## src/rtl/colour_fader.sv

```systemverilog
// Three-channel PWM LED driver that ramps each channel linearly toward its colour/brightness target.
// Define GAMMA_EN for square-law PWM compare values; leave it undefined for a linear compare.
module colour_fader #(
  parameter int PWM_WIDTH   = 8,
  parameter int STEP_CYCLES = 4
) (
  input  logic                 clk,
  input  logic                 rst,
  input  logic                 enable,
  input  logic [2:0]           colour,
  input  logic [PWM_WIDTH-1:0] brightness,
  output logic [2:0]           rgb,
  output logic                 busy,
  output logic                 illegal
);

  localparam int SW = (STEP_CYCLES > 1) ? $clog2(STEP_CYCLES) : 1;
  localparam logic [SW-1:0] STEP_LAST = SW'(STEP_CYCLES - 1);

  typedef enum logic {IDLE, FADE} state_t;

  state_t               state_reg, state_next;
  logic [SW-1:0]        step_cnt_reg, step_cnt_next;
  logic [PWM_WIDTH-1:0] pwm_cnt_reg;
  logic [PWM_WIDTH-1:0] duty_reg  [3];
  logic [PWM_WIDTH-1:0] duty_next [3];
  logic [PWM_WIDTH-1:0] tgt       [3];
  logic [PWM_WIDTH-1:0] cmp       [3];
  logic [2:0]           match;
  logic [2:0]           colour_reg;
  logic [PWM_WIDTH-1:0] bright_reg;
  logic [2:0]           rgb_reg;
  logic                 illegal_reg;
  logic                 colour_legal;
  logic                 retarget;
  logic                 step_edge;
  logic                 settled;

  assign colour_legal = (colour != 3'b000) && (colour != 3'b111);

  // An illegal code never changes the latched colour, but a new brightness still retargets.
  assign retarget = enable &&
                    (colour_legal ? ((colour != colour_reg) || (brightness != bright_reg))
                                  : (brightness != bright_reg));

  assign step_edge = enable && (state_reg == FADE) && (step_cnt_reg == STEP_LAST);

  genvar gi;
  generate
    for (gi = 0; gi < 3; gi++) begin : g_chan
      assign tgt[gi] = colour_reg[gi] ? bright_reg : '0;

      always_comb begin
        duty_next[gi] = duty_reg[gi];
        if (step_edge) begin
          if (duty_reg[gi] < tgt[gi])
            duty_next[gi] = duty_reg[gi] + PWM_WIDTH'(1);
          else if (duty_reg[gi] > tgt[gi])
            duty_next[gi] = duty_reg[gi] - PWM_WIDTH'(1);
        end
      end

      assign match[gi] = (duty_next[gi] == tgt[gi]);

`ifdef GAMMA_EN
      logic [2*PWM_WIDTH-1:0] sq;
      assign sq      = {{PWM_WIDTH{1'b0}}, duty_reg[gi]} * {{PWM_WIDTH{1'b0}}, duty_reg[gi]};
      assign cmp[gi] = sq[2*PWM_WIDTH-1:PWM_WIDTH];
`else
      assign cmp[gi] = duty_reg[gi];
`endif
    end
  endgenerate

  assign settled = &match;

  // FSM: state register
  always_ff @(posedge clk) begin
    if (rst) begin
      state_reg    <= IDLE;
      step_cnt_reg <= '0;
    end else begin
      state_reg    <= state_next;
      step_cnt_reg <= step_cnt_next;
    end
  end

  // FSM: next state; a retarget back onto the current duties drops to IDLE on the following edge
  always_comb begin
    state_next    = state_reg;
    step_cnt_next = step_cnt_reg;
    if (enable) begin
      case (state_reg)
        IDLE: begin
          step_cnt_next = '0;
          if (retarget)
            state_next = FADE;
        end
        FADE: begin
          step_cnt_next = step_edge ? '0 : step_cnt_reg + SW'(1);
          if (!retarget && settled) begin
            state_next    = IDLE;
            step_cnt_next = '0;
          end
        end
        default: begin
          state_next    = IDLE;
          step_cnt_next = '0;
        end
      endcase
    end
  end

  // FSM: outputs
  always_comb begin
    busy    = (state_reg == FADE);
    rgb     = rgb_reg;
    illegal = illegal_reg;
  end

  always_ff @(posedge clk) begin
    if (rst) begin
      pwm_cnt_reg <= '0;
      colour_reg  <= 3'b000;
      bright_reg  <= '0;
      rgb_reg     <= 3'b000;
      illegal_reg <= 1'b0;
      for (int i = 0; i < 3; i++)
        duty_reg[i] <= '0;
    end else begin
      pwm_cnt_reg <= pwm_cnt_reg + PWM_WIDTH'(1);
      illegal_reg <= enable && !colour_legal;
      for (int i = 0; i < 3; i++)
        rgb_reg[i] <= enable && (pwm_cnt_reg < cmp[i]);
      if (enable) begin
        if (retarget) begin
          if (colour_legal)
            colour_reg <= colour;
          bright_reg <= brightness;
        end
        for (int i = 0; i < 3; i++)
          duty_reg[i] <= duty_next[i];
      end
    end
  end

endmodule

```

## config.mk

```make
export PLATFORM = sky130hd
export DESIGN_NAME = colour_fader
export DESIGN_NICKNAME = d
export VERILOG_FILES = /design/src/rtl/colour_fader.sv
export SDC_FILE = /design/constraint.sdc
export NUM_CORES = 1
export LEC_CHECK = 0
export CORE_ASPECT_RATIO = 1.75
export CORE_MARGIN = 2
export CORE_UTILIZATION = 55
export CTS_CLUSTER_DIAMETER = 100
export DETAILED_ROUTE_END_ITERATION = 10
export GPL_TIMING_DRIVEN = 0
export PLACE_DENSITY = 0.83
export REMOVE_ABC_BUFFERS = 1
export SLEW_MARGIN = 20
export SYNTH_ARGS = -nofsm -noshare
export SYNTH_HDL_FRONTEND = slang
export SYNTH_SLANG_ARGS = --single-unit
```

## constraint.sdc

```tcl
create_clock -name clk -period 3.03 [get_ports clk]
set_input_delay 0.606 -clock clk [delete_from_list [all_inputs] [get_ports clk]]
set_output_delay 0.606 -clock clk [all_outputs]
set_load 0.05 [all_outputs]
```

==> report_table.html <==
<table>
<tr><th>Metric</th><th>Value</th></tr>
<tr><th colspan="2">Yosys</th></tr>
<tr><td>Number of flops mapped to enable cells by yosys</td><td>24</td></tr>
<tr><td>Register area share after synthesis</td><td>0.246</td></tr>
<tr><td>Most numerous cell types in the synthesized netlist</td><td>66 x nor2_1, 59 x nand2_1, 53 x ha_1, 40 x xnor2_1, 38 x inv_1</td></tr>
<tr><td>Largest area contributor in the netlist</td><td>edfxtp_1</td></tr>
<tr><td>FFs w/ async S/R, synth</td><td>0</td></tr>
<tr><td>Portion of synthesized cell area occupied by the leading cell type</td><td>0.143</td></tr>
<tr><td>Gate Count Post-Synth</td><td>630</td></tr>
<tr><td>Top cells by area in the synthesized netlist</td><td>edfxtp_1 14%, ha_1 13%, dfxtp_1 10%</td></tr>
<tr><td>Total of flip-flops plus latches after synthesis</td><td>50</td></tr>
<tr><td>Total number of yosys warnings</td><td>0</td></tr>
<tr><td>Average instance area after synthesis</td><td>8.00 um2</td></tr>
<tr><td>Post-synthesis cell area</td><td>0.00504 mm2</td></tr>
<tr><td>Number of library cell types mapped by synthesis</td><td>64</td></tr>
<tr><td>Count leader, synth</td><td>nor2_1</td></tr>
<tr><td>Most frequently used flop master after synthesis</td><td>dfxtp_1</td></tr>
<tr><th colspan="2">Floorplan</th></tr>
<tr><td>Vert. Die Dim</td><td>131 um</td></tr>
<tr><td>Boundary pin count</td><td>19</td></tr>
<tr><td>Number of core rows</td><td>46</td></tr>
<tr><td>Effective utilization at floorplan</td><td>0.561</td></tr>
<tr><td>Horiz. Die Dim</td><td>76.4 um</td></tr>
<tr><td>Area of the core</td><td>0.00898 mm2</td></tr>
<tr><td>Die ar.</td><td>0.00997 mm2</td></tr>
<tr><th colspan="2">Clock tree</th></tr>
<tr><td>Clock transition time at the flip-flop clock pins of the worst setup and hold paths</td><td>0.07 ns</td></tr>
<tr><td>TritonCTS clock tree</td><td>done</td></tr>
<tr><td>H-Tree Depth</td><td>2</td></tr>
<tr><td>Number of buffers created by CTS</td><td>5</td></tr>
<tr><td>Hold bufs inserted after CTS</td><td>0</td></tr>
<tr><td>Sinks on the clock net</td><td>50</td></tr>
<tr><td>Skew-Pair Late Insertion Delay</td><td>0.30 ns</td></tr>
<tr><td>Number of buffers on the longest clock path</td><td>2</td></tr>
<tr><td>Root buf cell</td><td>clkbuf_16</td></tr>
<tr><th colspan="2">Placed design</th></tr>
<tr><td>Placed wire-length estimate after detailed placement</td><td>12100 um</td></tr>
<tr><td>Post-place setup slack</td><td>-1.76 ns</td></tr>
<tr><td>Placed instance area</td><td>0.00529 mm2</td></tr>
<tr><td>Routability congestion estimate from global placement</td><td>1.00</td></tr>
<tr><td>Number of placed instances, taps included</td><td>743</td></tr>
<tr><td>IO buf count</td><td>18</td></tr>
<tr><th colspan="2">Critical path</th></tr>
<tr><td>WS Path Type</td><td>reg -&gt; reg</td></tr>
<tr><td>Worst Path Required</td><td>3.17 ns</td></tr>
<tr><td>Arrival time reported for the critical path endpoint</td><td>3.81 ns</td></tr>
<tr><td>Launching element type of the critical path</td><td>flop</td></tr>
<tr><td>Setup crit end kind</td><td>flop</td></tr>
<tr><td>Highest net fanout along the worst path</td><td>6</td></tr>
<tr><th colspan="2">Timing</th></tr>
<tr><td>Max_slew headroom</td><td>0.377</td></tr>
<tr><td>Final Hold Vio Count</td><td>0</td></tr>
<tr><td>Final min period</td><td>3.67 ns</td></tr>
<tr><td>Final setup margin</td><td>-0.636 ns</td></tr>
<tr><td>Aggregate negative setup slack</td><td>-1.84 ns</td></tr>
<tr><td>Number of slew-limit violations in the final report</td><td>0</td></tr>
<tr><td>Max Clock Freq</td><td>273 MHz</td></tr>
<tr><td>Worst-case hold slack</td><td>0.493 ns</td></tr>
<tr><td>Total of endpoints with negative setup slack in the final report</td><td>3</td></tr>
<tr><td>Fraction of the cycle the final worst path needs</td><td>1.21</td></tr>
<tr><td>Clock skew after layout</td><td>0.00585 ns</td></tr>
<tr><td>Transition time of the tightest slew-check pin</td><td>0.931 ns</td></tr>
<tr><td>Unrepaired setup endpoints after global routing</td><td>yes</td></tr>
<tr><th colspan="2">Final layout</th></tr>
<tr><td>Final Instance Count excl. Fillers</td><td>834</td></tr>
<tr><td>Proportion of layout cells with a drive suffix above 1</td><td>0.263</td></tr>
<tr><td>Max FFs per register</td><td>24</td></tr>
<tr><td>Fill count</td><td>656</td></tr>
<tr><td>Area growth, synth to finish</td><td>32.5%</td></tr>
<tr><td>Ant diodes</td><td>0</td></tr>
<tr><td>Non-Filler Cell Area, Final</td><td>0.00667 mm2</td></tr>
<tr><td>Count of nets after finishing</td><td>780</td></tr>
<tr><td>Share of the core filled with cells</td><td>0.743</td></tr>
<tr><th colspan="2">GRT</th></tr>
<tr><td>Largest net degree at the start of global routing</td><td>29</td></tr>
<tr><td>Antenna violations before repair</td><td>0</td></tr>
<tr><td>Grt ovf</td><td>0</td></tr>
<tr><td>Global-route total usage across every layer</td><td>0.364</td></tr>
<tr><td>Global-route wire length before repair</td><td>28000 um</td></tr>
<tr><td>Vias in the first global route</td><td>5483</td></tr>
<tr><th colspan="2">Route</th></tr>
<tr><td>Via Count</td><td>5716</td></tr>
<tr><td>Routed length per placed instance</td><td>23.1 um</td></tr>
<tr><td>First-pass detailed-route iteration total</td><td>6</td></tr>
<tr><td>DR vias/cell</td><td>6.85</td></tr>
<tr><td>Final ANT Viol Nets</td><td>0</td></tr>
<tr><td>Violation count after the first detailed-routing iteration</td><td>689</td></tr>
<tr><td>WL final</td><td>19300 um</td></tr>
<tr><td>Count of unresolved DRC violations after routing</td><td>0</td></tr>
<tr><th colspan="2">Run</th></tr>
<tr><td>Maxcap violations</td><td>0</td></tr>
<tr><th colspan="2">Power</th></tr>
<tr><td>Post-route total power</td><td>2.32 mW</td></tr>
<tr><td>Peak supply drop</td><td>0.352 mV</td></tr>
<tr><td>LEAKAGE</td><td>2.59 nW</td></tr>
<tr><td>Pwr per Cell Area</td><td>347 mW/mm2</td></tr>
<tr><th colspan="2">Run status</th></tr>
<tr><td>Outcome</td><td>finished with violations</td></tr>
<tr><td>Failing checks</td><td>setup timing</td></tr>
<tr><th colspan="2">Hold path</th></tr>
<tr><td>Path class of the lowest-slack min-delay path</td><td>reg -&gt; reg</td></tr>
</table>
-- final cells by class --
class | count | area, um2 | share of cell area
Clock buffer | 6 | 150 | 0.0225
Clock inverter | 2 | 12.5 | 0.00187
Inverter | 38 | 150 | 0.0225
Multi-Input combinational cell | 516 | 4070 | 0.609
Sequential cell | 50 | 1280 | 0.191
Tap cell | 120 | 150 | 0.0225
Timing Repair Buffer | 102 | 867 | 0.130
-- timing repair --
item | in CTS | in global routing
pin swaps | 43 | 25
gates cloned | 0 | 1
gates resized for setup | 112 | 25
setup buffers | 60 | 22
endpoints found under the setup margin | 22 | 4
-- placed cells by master (no fill, tap or decap), types with 21 or more instances in the layout --
| cell type | n |
|---|---|
| a21oi_1 | 22 |
| buf_4 | 75 |
| edfxtp_1 | 24 |
| ha_1 | 46 |
| inv_1 | 34 |
| nand2_1 | 49 |
| nand4_1 | 21 |
| nor2_1 | 63 |
| o21ai_0 | 23 |
| xnor2_1 | 37 |
-- worst max-delay path: stages, from the launching register on --
cell and delay (ns):
dfxtp_4 0.41, buf_6 0.14, nand2_1 0.11, ha_1 0.35, a21oi_2 0.27, a21o_1 0.32, a21oi_1 0.17, a31oi_4 0.25
xnor2_1 0.10, a222oi_1 0.49, nand4_1 0.30, nor4_4 0.44, a311oi_1 0.15
-- logic make-up after synthesis --
group	after synthesis	share of synthesized area
simple gates	246	0.246
compound gates	145	0.198
buf+inv	65	0.0514
xor+xnor	58	0.101
fa+ha+maj	53	0.132
flops	50	0.246
mux	13	0.0261
-- path summary, 6_finish.rpt --
| path | startpoint | end | slack (ns) | cells past startpoint |
|---|---|---|---|---|
| max | colour_reg[1] | busy | -0.64 | 12 |
| min | step_cnt_reg[0] | step_cnt_reg[0] | 0.49 | 2 |
| max reg2reg | colour_reg[1] | busy | -0.64 | 12 |
| min reg2reg | step_cnt_reg[0] | step_cnt_reg[0] | 0.49 | 2 |
-- where the power goes --
part           switching (mW)  total, mW  internal (mW)  leakage (nW)
clock network           0.273      0.631          0.358        0.0829
registers              0.0769      0.824          0.747         0.486
logic                   0.500      0.861          0.361          2.02
total                   0.850       2.32           1.47          2.59
-- layer usage --
metal / wire length [um] / up-vias / track usage / part of all wire
li1: - / 2488 / - / -
met1: 6300 / 2633 / 0.349 / 0.33
met2: 9460 / 413 / 0.654 / 0.49
met3: 1570 / 182 / 0.0687 / 0.081
met4: 1980 / 0 / 0.338 / 0.10
met5: 0 / - / 0 / 0
No activity file was read; power rests on OpenSTA's default activity.
